$ cat config.mk
export PLATFORM = sky130hd
export DESIGN_NAME = f1_light_sequencer
export DESIGN_NICKNAME = d
export VERILOG_FILES = /design/src/rtl/f1_light_sequencer.sv
export SDC_FILE = /design/constraint.sdc
export NUM_CORES = 1
export LEC_CHECK = 0
export CORE_MARGIN = 2
export CORE_UTILIZATION = 45
export CTS_CLUSTER_DIAMETER = 200
export DETAILED_ROUTE_END_ITERATION = 8
export PLACE_DENSITY = 0.79
export SLEW_MARGIN = 20
export SYNTH_ARGS = -nofsm -noshare
export SYNTH_HDL_FRONTEND = slang
export SYNTH_SLANG_ARGS = --single-unit
export TNS_END_PERCENT = 1
$ cat constraint.sdc
create_clock -name clk -period 3.36 [get_ports clk]
set_input_delay 0.672 -clock clk [delete_from_list [all_inputs] [get_ports clk]]
set_output_delay 0.672 -clock clk [all_outputs]
set_load 0.02 [all_outputs]
$ cat src/rtl/f1_light_sequencer.sv
// F1 start-light sequencer: a free-running tick prescaler drives a lamp-fill
// sequence, a pseudo-random hold, then a single lights-out strobe.
`timescale 1ns/1ps

module f1_light_sequencer #(
    parameter int WIDTH      = 16,
    parameter int NUM_LIGHTS = 8,
    parameter int MIN_HOLD   = 1
) (
    input  logic                  clk,
    input  logic                  rst,
    input  logic                  en,
    input  logic [WIDTH-1:0]      N,
    input  logic                  trigger,
    input  logic                  abort,
    output logic [NUM_LIGHTS-1:0] lights,
    output logic                  busy,
    output logic                  lights_out_pulse,
    output logic [7:0]            delay_ticks
);

    typedef enum logic [1:0] {
        IDLE = 2'd0,
        FILL = 2'd1,
        HOLD = 2'd2
    } state_t;

    state_t                  state, state_next;
    logic [WIDTH-1:0]        cnt, cnt_next;
    logic [6:0]              lfsr;
    logic [7:0]              hold_cnt, hold_next;
    logic [7:0]              hold_load;
    logic [NUM_LIGHTS-1:0]   lights_next, lights_shift;
    logic                    busy_next, pulse_next;
    logic [7:0]              delay_next;
    logic                    tick;
    logic                    bar_full;
    logic                    hold_done;

    assign tick      = en & (cnt == '0);
    assign hold_load = {1'b0, lfsr} + 8'(MIN_HOLD);
    assign bar_full  = &lights_shift;
    assign hold_done = (hold_cnt == 8'd1);

    // One more lamp lit from the bit-0 end; a single-lamp bar just turns on.
    generate
        if (NUM_LIGHTS == 1) begin : g_single
            assign lights_shift = 1'b1;
        end else begin : g_multi
            assign lights_shift = {lights[NUM_LIGHTS-2:0], 1'b1};
        end
    endgenerate

    // State register and all registered outputs.
    always_ff @(posedge clk) begin
        // NOTE: non-blocking assignments keep every register updating from
        // the same pre-edge values, so ordering inside this block is irrelevant.
        if (rst) begin
            state            <= IDLE;
            cnt              <= '0;
            lfsr             <= 7'h01;
            hold_cnt         <= 8'd0;
            lights           <= '0;
            busy             <= 1'b0;
            lights_out_pulse <= 1'b0;
            delay_ticks      <= 8'd0;
        end else begin
            state            <= state_next;
            cnt              <= cnt_next;
            lfsr             <= {lfsr[5:0], lfsr[6] ^ lfsr[5]};
            hold_cnt         <= hold_next;
            lights           <= lights_next;
            busy             <= busy_next;
            lights_out_pulse <= pulse_next;
            delay_ticks      <= delay_next;
        end
    end

    // Next-state logic.
    always_comb begin
        // NOTE: assigning a default before any branch guarantees no latch is
        // inferred when a branch leaves the signal untouched.
        state_next = state;
        if (abort) begin
            state_next = IDLE;
        end else begin
            case (state)
                IDLE:    if (trigger) state_next = FILL;
                FILL:    if (tick && bar_full) state_next = HOLD;
                HOLD:    if (tick && hold_done) state_next = IDLE;
                default: state_next = IDLE;
            endcase
        end
    end

    // Datapath and output next-values.
    always_comb begin
        cnt_next    = cnt;
        lights_next = lights;
        busy_next   = busy;
        pulse_next  = 1'b0;
        hold_next   = hold_cnt;
        delay_next  = delay_ticks;

        // The prescaler free-runs whenever enabled; a trigger re-phases it.
        if (en) begin
            cnt_next = (cnt == '0) ? N : cnt - WIDTH'(1);
        end

        if (abort) begin
            lights_next = '0;
            busy_next   = 1'b0;
        end else begin
            case (state)
                IDLE: begin
                    if (trigger) begin
                        cnt_next    = N;
                        busy_next   = 1'b1;
                        lights_next = '0;
                    end
                end
                FILL: begin
                    if (tick) begin
                        lights_next = lights_shift;
                        if (bar_full) begin
                            hold_next  = hold_load;
                            delay_next = hold_load;
                        end
                    end
                end
                HOLD: begin
                    if (tick) begin
                        if (hold_done) begin
                            lights_next = '0;
                            pulse_next  = 1'b1;
                            busy_next   = 1'b0;
                        end else begin
                            hold_next = hold_cnt - 8'd1;
                        end
                    end
                end
                default: begin
                    lights_next = '0;
                    busy_next   = 1'b0;
                end
            endcase
        end
    end

endmodule
==> results.json, run 1 <==
{
  "status": "complete, no violations",
  "finalClockSkew_ns": 0.00563,
  "synthMuxAreaShare_pct": 2.92,
  "synth_nets": 317,
  "cts_made_buffers": 5,
  "cts_buffer_depth": 2,
  "crit_family": "simple AND/OR/NAND/NOR gates",
  "rsz0062_at_grt": "no",
  "cts_tree": "built",
  "synth-main-ff-cell": "dfxtp_1",
  "coreArea_mm2": 0.00547,
  "crit_fanout": 9,
  "synth_area_leaders": "dfxtp_1, nor2_1, a211oi_1",
  "hold_slack_ns": 0.485,
  "criticalPathCategory": "input port to register",
  "powerDensity_mw_per_mm2": 439,
  "dr.pass1.iters": 4,
  "crit_path_start_kind": "input port",
  "final_util_pct": 56.8,
  "path_buf_inv": 1,
  "tns_ns": 0,
  "synth_top_family_by_area": "simple AND/OR/NAND/NOR gates",
  "synth.distinct_cells": 47,
  "gp_congestion": 0.872,
  "synth_top_cell_by_area": "dfxtp_1",
  "clock_sinks": 51,
  "seq_area_frac_synth_pct": 40.4,
  "synth_area_mm2": 0.00252,
  "synth_seq_cells": 51,
  "ant_nets": 0,
  "synth_top_area_share_pct": 40.4,
  "setup_viol": 0,
  "grt_pass1_wl_um": 9920,
  "final_common_cell": "dfxtp_1",
  "synthAdderAreaFrac_pct": 2.97,
  "fin_crit_sh_pct": 78.5,
  "reg2regPathDepth": 7,
  "ctsResizeCount": 0,
  "pin_count": 39,
  "min_path_type": "register to register",
  "synthCells": 290,
  "maxCapViolCount": 0,
  "io_buffers": 38,
  "yosys_warnings": 0,
  "post-cts-setup-buffer-count": 0,
  "area_growth_pct": 23.1,
  "grt_usage_pct": 19.5,
  "rows": 27,
  "overflow": 0,
  "fmax_mhz": 379,
  "final_nets": 357,
  "finalHoldViolations": 0,
  "crit_required_ns": 3.61,
  "grt_antenna_before_repair": 0,
  "clk_latency_ns": 0.31,
  "syn_avg_cell_area_um2": 8.71,
  "cts_max_level": 2,
  "wl_per_cell_um": 13.9,
  "cp_slowest_cell": "nor4_4",
  "grt_max_degree": 28,
  "synth_xor_area_share_pct": 5.55,
  "cts-hold-fix-buffers": 0,
  "die-width_um": 78.9,
  "synth-edff-count": 0,
  "first_iter_violations": 130,
  "drt_wl_total_um": 5610,
  "slew_violations": 0,
  "cts_root_buf": "clkbuf_8",
  "num_vias": 2249,
  "place_hpwl_um": 3900,
  "critPathArrivalTime_ns": 2.88,
  "cp.depth": 6,
  "start_util_pct": 46.1,
  "relSlewSlack_pct": 51.8,
  "vdd_drop_max_v": 0.000233,
  "power_leakage_nw": 1.09,
  "die_h_um": 78.9,
  "worst_pin_slew_ns": 0.722,
  "vias_per_cell": 5.58,
  "remaining_drc_errors": 0,
  "fin_crit_ns": 2.64,
  "dieArea_mm2": 0.00623,
  "cp_slowest_stage_delay_ns": 0.56,
  "diodes": 0,
  "whs_path_depth": 1,
  "drive_above_1_share_pct": 7.85,
  "end_kind": "register",
  "cp_cell_sequence": "clkdlybuf4s50_1 > nor4b_1 > nand4_4 > nor4_4 > mux2_2 > nor2_1",
  "grt_pass1_vias": 2200,
  "layout_common_cells": "dfxtp_1, nor2_1, clkdlybuf4s50_1",
  "total_power_w": 0.00137,
  "synth-simple-area-share_pct": 26.0,
  "synth_compound_gate_area_share_pct": 19.3,
  "clk_pin_slew_ns": 0.09,
  "ys_async_sr_fraction_pct": 0
}
[state kept, by name, indices dropped and copies added (netlist names)]
| signal | flops |
|---|---|
| lights | 8 |
| state | 2 |
| delay_ticks | 8 |
| lights_out_pulse | 1 |
| hold_cnt | 8 |
| busy | 1 |
| cnt | 16 |
| lfsr | 7 |
[where the power goes]
part	total (W)	internal, W	switching (W)
Clock	0.000445	0.000241	0.000204
Sequential	0.000683	0.000637	0.0000460
Combinational	0.000237	0.000109	0.000129
Total	0.00137	0.000986	0.000379
[per-stage QoR]
step | cells | area [um^2] | worst slack [ns]
after floorplan | 290 | 2520 | 1.14
after global placement | 395 | 2990 | 0.442
after detailed placement | 395 | 2990 | 0.412
after CTS | 403 | 3110 | 0.727
after global routing | 403 | 3110 | 0.514
final | 403 | 3110 | 0.724
[metal layers]
layer | global-route usage, % | part of all wire, %
met5 | 0 | 0
met1 | 25.7 | 48
met3 | 4.77 | 5.1
met2 | 30.5 | 45
met4 | 7.93 | 1.5
[cell type report]
type                       count  area (um^2)
fill                         508         2360
clock inverter                 2         35.0
multi-input combinational    220         1430
timing repair buffer          42          410
inverter                      10         37.5
tap                           72         90.1
sequential                    51         1020
clock buffer                   6         82.6
[worst reg2reg max path: stages (launching register included)]
cell     delay (ns)
dfxtp_1        0.36
inv_1          0.10
ha_1           0.16
nor4b_1        0.42
nand4_4        0.26
nor4_4         0.56
mux2_2         0.41
nor2_1         0.08
[path summary, 6_finish.rpt]
kind	start	to	slack [ns]
max	en	delay_ticks[3]	0.72
min	lights[7]	lights[7]	0.48
max reg2reg	cnt[1]	delay_ticks[3]	0.96
min reg2reg	lights[7]	lights[7]	0.48
[synthesized netlist by cell type (all sizes together), types with 5 or more instances]
library cell and instances:
dfxtp 51, nor2 39, a21oi 20, a211oi 15
nand2 14, nor3 12, nand3 11, o21ai 11
inv 10, xnor2 10, a22o 7, clkbuf 7
nor4 7, ha 6, nand2b 6, nor2b 6
xor2 6, nand4 5
[cell families after synthesis]
group                      after synthesis
and+or+nand+nor                        119
adders and majority gates                6
xor gates and xnor gates                16
buffers and inverters                   19
DFF                                     51
muxes                                    7
AOI/OAI and AO/OA                       72
Note: power is estimated with default switching activity, not from simulation.
==> run 2: changes to the inputs <==
==> constraint.sdc (replaced) <==
create_clock -name clk -period 2.6 [get_ports clk]
set_input_delay 0.52 -clock clk [delete_from_list [all_inputs] [get_ports clk]]
set_output_delay 0.52 -clock clk [all_outputs]
set_load 0.02 [all_outputs]
==> run 2 against run 1 <==
Effect of this change:
- sequential share of layout area shrank 0.18 points
- critical path depth grew 1
- setup slack lost 0.44 ns
- sequential power grew 29%
- die area is the same
- utilization grew 0.32 points
- combinational power grew 31%
- worst hold slack lost 0.0066 ns
- count of clock-buffer cells in the layout is the same
- critical path type is now register to register
==> results.json, run 2 (same netlist as run 1, synthesis figures left out) <==
{
  "rsz0062_at_grt": "no",
  "fin_crit_sh_pct": 89.2,
  "die-width_um": 78.9,
  "vdd_drop_max_v": 0.000262,
  "start_util_pct": 46.1,
  "ff2ff_setup_slack_ns": 0.28,
  "ant_nets": 0,
  "r2r_end": "lights[2]",
  "end_kind": "register",
  "drt_wl_total_um": 5540,
  "ctsResizeCount": 0,
  "tns_ns": 0,
  "cts-hold-fix-buffers": 0,
  "grt_pass1_vias": 2063,
  "min_path_type": "register to register",
  "crit_required_ns": 2.80,
  "setup_slack_ns": 0.280,
  "diodes": 0,
  "layout_common_cells": "dfxtp_1, nor2_1, clkdlybuf4s50_1",
  "clk_latency_ns": 0.31,
  "post-cts-setup-buffer-count": 0,
  "maxCapViolCount": 0,
  "grt_antenna_before_repair": 0,
  "crit_fanout": 9,
  "cp_cell_sequence": "inv_1 > ha_1 > nor4b_1 > nand4_4 > o21ai_0 > a21oi_1 > a22o_1",
  "top_register": "cnt",
  "final_common_cell": "dfxtp_1",
  "grt_pass1_wl_um": 9350,
  "gp_congestion": 0.868,
  "dp_slack_ns": 0.0681,
  "coreArea_mm2": 0.00547,
  "n_fill_cell": 499,
  "drive_above_1_share_pct": 8.93,
  "cts_made_buffers": 5,
  "setup_viol": 0,
  "num_vias": 2256,
  "status": "complete, no violations",
  "cts_max_level": 2,
  "grt_max_degree": 41,
  "hold_slack_ns": 0.478,
  "remaining_drc_errors": 0,
  "startpoint": "cnt[0]",
  "reg2regPathDepth": 7,
  "finalClockSkew_ns": 0.0117,
  "cts_root_buf": "clkbuf_8",
  "criticalPathCategory": "register to register",
  "power_leakage_nw": 1.09,
  "dr.pass1.iters": 4,
  "fmax_mhz": 431,
  "cts_buffer_depth": 2,
  "io_buffers": 38,
  "dieArea_mm2": 0.00623,
  "cts_tree": "built",
  "final_util_pct": 57.1,
  "relSlewSlack_pct": 60.5,
  "clk_pin_slew_ns": 0.10,
  "fin_crit_ns": 2.32,
  "first_iter_violations": 109,
  "worst_r2r_startpoint": "cnt[0]",
  "rows": 27,
  "crit_path_start_kind": "register",
  "place_hpwl_um": 3840,
  "slew_violations": 0,
  "pin_count": 39,
  "critPathArrivalTime_ns": 2.52,
  "vias_per_cell": 5.53,
  "cp_slowest_cell": "nor4b_1",
  "grt_usage_pct": 18.7,
  "clock_sinks": 51,
  "crit_end": "lights[2]",
  "overflow": 0,
  "area_growth_pct": 23.8,
  "cp_slowest_stage_delay_ns": 0.48,
  "finalHoldViolations": 0,
  "powerDensity_mw_per_mm2": 524,
  "worst_pin_slew_ns": 0.592,
  "final_nets": 362,
  "wl_per_cell_um": 13.6,
  "largest_reg_flops": 16,
  "die_h_um": 78.9
}
## run 2: cell types whose count changed in the layout (fill, tap and decap cells not counted)
cell        delta
bufinv_16      -1
clkbuf_1       +1
buf_12         +1
clkbuf_8       -1
clkinvlp_4     +1
buf_4          +4
## run 2: where the power goes
| part | switching, W | leakage [nW] | internal (W) |
|---|---|---|---|
| clock | 0.000258 | 0.0412 | 0.000189 |
| sequential | 0.0000581 | 0.415 | 0.000823 |
| combinational | 0.000165 | 0.637 | 0.000146 |
| total | 0.000481 | 1.09 | 0.00116 |
## run 2: through the flow
stage	total power [W]	instances	area [um^2]
global route	0.00172	408	3130
global placement	0.00120	400	3040
detailed placement	0.00120	400	3040
CTS	0.00165	408	3130
finish	0.00164	408	3130
floorplan	0.00111	290	2520
## run 2: worst min path at each step
stage / start / slack (ns) / end / cells past startpoint
detailed placement: lights[7] / 0.47 / lights[7] / 1
finish: delay_ticks[7] / 0.48 / delay_ticks[7] / 2
floorplan: hold_cnt[5] / 0.45 / hold_cnt[5] / 2
global route: delay_ticks[7] / 0.50 / delay_ticks[7] / 2
global placement: hold_cnt[5] / 0.47 / hold_cnt[5] / 2
CTS: lights[7] / 0.49 / lights[7] / 1
## run 2: cell type report
| class | instances | area (um^2) | share of cell area [%] |
|---|---|---|---|
| repair buffers | 47 | 460 | 14.7 |
| clock inverters | 2 | 12.5 | 0.400 |
| clock buffers | 6 | 72.6 | 2.32 |
| well taps | 72 | 90.1 | 2.88 |
| multi-input cells | 220 | 1430 | 45.8 |
| flip-flops and latches | 51 | 1020 | 32.7 |
| inverters | 10 | 37.5 | 1.20 |
## run 2: metal layers
metal / GRT usage, % / wire [um] / vias up
li1: - / - / 1153
met1: 25.1 / 2700 / 1055
met2: 29.5 / 2590 / 43
met3: 3.30 / 168 / 5
met4: 7.93 / 81 / 0
met5: 0 / 0 / -
## run 2: critical path: cells and delay by family (launching register included)
kind | cells | cell delay (ns)
compound gates | 3 | 0.84
simple gates | 2 | 0.74
flops | 1 | 0.36
fa+ha+maj | 1 | 0.17
buf+inv | 1 | 0.10
==> run 3: changes to the inputs <==
--- a/config.mk
+++ b/config.mk
@@ -9,8 +9,7 @@
 export CORE_UTILIZATION = 45
 export CTS_CLUSTER_DIAMETER = 200
 export DETAILED_ROUTE_END_ITERATION = 8
-export PLACE_DENSITY = 0.79
-export SLEW_MARGIN = 20
+export PLACE_DENSITY = 0.76
 export SYNTH_ARGS = -nofsm -noshare
 export SYNTH_HDL_FRONTEND = slang
 export SYNTH_SLANG_ARGS = --single-unit
==> run 3 against run 2 <==
Effect of this change:
- sequential cell count is the same
- non-clock buffer count grew 2
- combinational power is 3% higher
- count of clock-buffer cells in the layout unchanged
- first-iteration DRC count increased by 16%
- sequential power about the same
- power grew 7.8%
- largest cell class unchanged
==> results.json, run 3 (same netlist as run 1, synthesis figures left out) <==
{
  "post-cts-setup-buffer-count": 0,
  "crit_required_ns": 2.82,
  "grt_pass1_vias": 2097,
  "grt_pass1_wl_um": 9730,
  "clk_latency_ns": 0.31,
  "fin_area_mm2": 0.00317,
  "min_path_type": "register to register",
  "diodes": 0,
  "num_vias": 2264,
  "worst_pin_slew_ns": 0.796,
  "cts_buffer_depth": 2,
  "ctsResizeCount": 0,
  "criticalPathCategory": "register to register",
  "grt_usage_pct": 19.4,
  "cts-hold-fix-buffers": 0,
  "drt_wl_total_um": 5520,
  "slew_violations": 0,
  "die-width_um": 78.9,
  "layout_common_cells": "dfxtp_1, nor2_1, clkdlybuf4s50_1",
  "placed_area_mm2": 0.00306,
  "setup_viol": 0,
  "tns_ns": 0,
  "grt_antenna_before_repair": 0,
  "grt.busiest_layer": "met2",
  "die_h_um": 78.9,
  "final_nets": 364,
  "cts_made_buffers": 5,
  "wl_per_cell_um": 13.5,
  "finalClockSkew_ns": 0.00705,
  "finalHoldViolations": 0,
  "io_buffers": 38,
  "area_growth_pct": 25.7,
  "ant_nets": 0,
  "maxCapViolCount": 0,
  "clock_sinks": 51,
  "use_met2_pct": 31.5,
  "status": "complete, no violations",
  "relSlewSlack_pct": 46.9,
  "crit_fanout": 18,
  "vdd_drop_max_v": 0.000288,
  "pin_count": 39,
  "dr.pass1.iters": 4,
  "rsz0062_at_grt": "no",
  "cts_root_buf": "clkbuf_8",
  "cts_max_level": 2,
  "drive_above_1_share_pct": 9.76,
  "powerDensity_mw_per_mm2": 556,
  "top_register": "cnt",
  "critPathArrivalTime_ns": 2.56,
  "dieArea_mm2": 0.00623,
  "grt_max_degree": 41,
  "fin_crit_ns": 2.34,
  "grtUsageMet1_pct": 25.9,
  "start_util_pct": 46.1,
  "first_iter_violations": 126,
  "rows": 27,
  "crit_path_start_kind": "register",
  "coreArea_mm2": 0.00547,
  "fmax_mhz": 428,
  "fin_crit_sh_pct": 89.8,
  "hold_slack_ns": 0.489,
  "layoutNonFillerInstCount": 410,
  "largest_reg_flops": 16,
  "clk_pin_slew_ns": 0.09,
  "cts_tree": "built",
  "final_common_cell": "dfxtp_1",
  "gp_congestion": 0.875,
  "dp.cells": 402,
  "power_leakage_nw": 1.13,
  "remaining_drc_errors": 0,
  "grt_use_met3_pct": 3.98,
  "overflow": 0,
  "place_hpwl_um": 3920,
  "vias_per_cell": 5.52,
  "end_kind": "register"
}
==> run 3: through the flow <==
stage	power, W	setup WS, ns	util, %
final	0.00177	0.265	58.0
after floorplan	0.00111	0.512	-
after CTS	0.00178	0.268	58.0
after global placement	0.00121	0.132	55.9
after detailed placement	0.00121	0.0518	55.9
after global routing	0.00186	0.0581	58.0
==> run 3: routing by layer <==
layer	up-vias	share of wire [%]
li1	1155	-
met1	1054	47
met2	48	47
met3	7	4.9
met4	0	1.5
met5	-	0
==> run 3: final cells by class <==
cell class	count	area, um^2
sequential	51	1020
fill	498	2300
clock buffer	6	82.6
tap	72	90.1
inverter	10	37.5
timing repair buffer	49	475
multi-input combinational	220	1430
clock inverter	2	35.0
==> run 3: report_power, final <==
part           total (W)  internal, W  switching [W]
clock network   0.000567     0.000311       0.000256
registers       0.000880     0.000823      0.0000569
logic           0.000319     0.000152       0.000167
==> run 3: final timing paths <==
| check | startpoint | endpoint | slack (ns) | cells after the start |
|---|---|---|---|---|
| max | cnt[0] | cnt[5] | 0.26 | 8 |
| min | lights[7] | lights[7] | 0.49 | 1 |
| max reg2reg | cnt[0] | cnt[5] | 0.26 | 8 |
| min reg2reg | lights[7] | lights[7] | 0.49 | 1 |
==> run 3: critical path, stage by stage (launching register included) <==
cell	delay, ns
dfxtp_1	0.40
inv_1	0.09
ha_1	0.20
nor3b_1	0.15
and4_1	0.24
a21oi_1	0.65
buf_12	0.23
nor2_1	0.05
a311oi_1	0.24
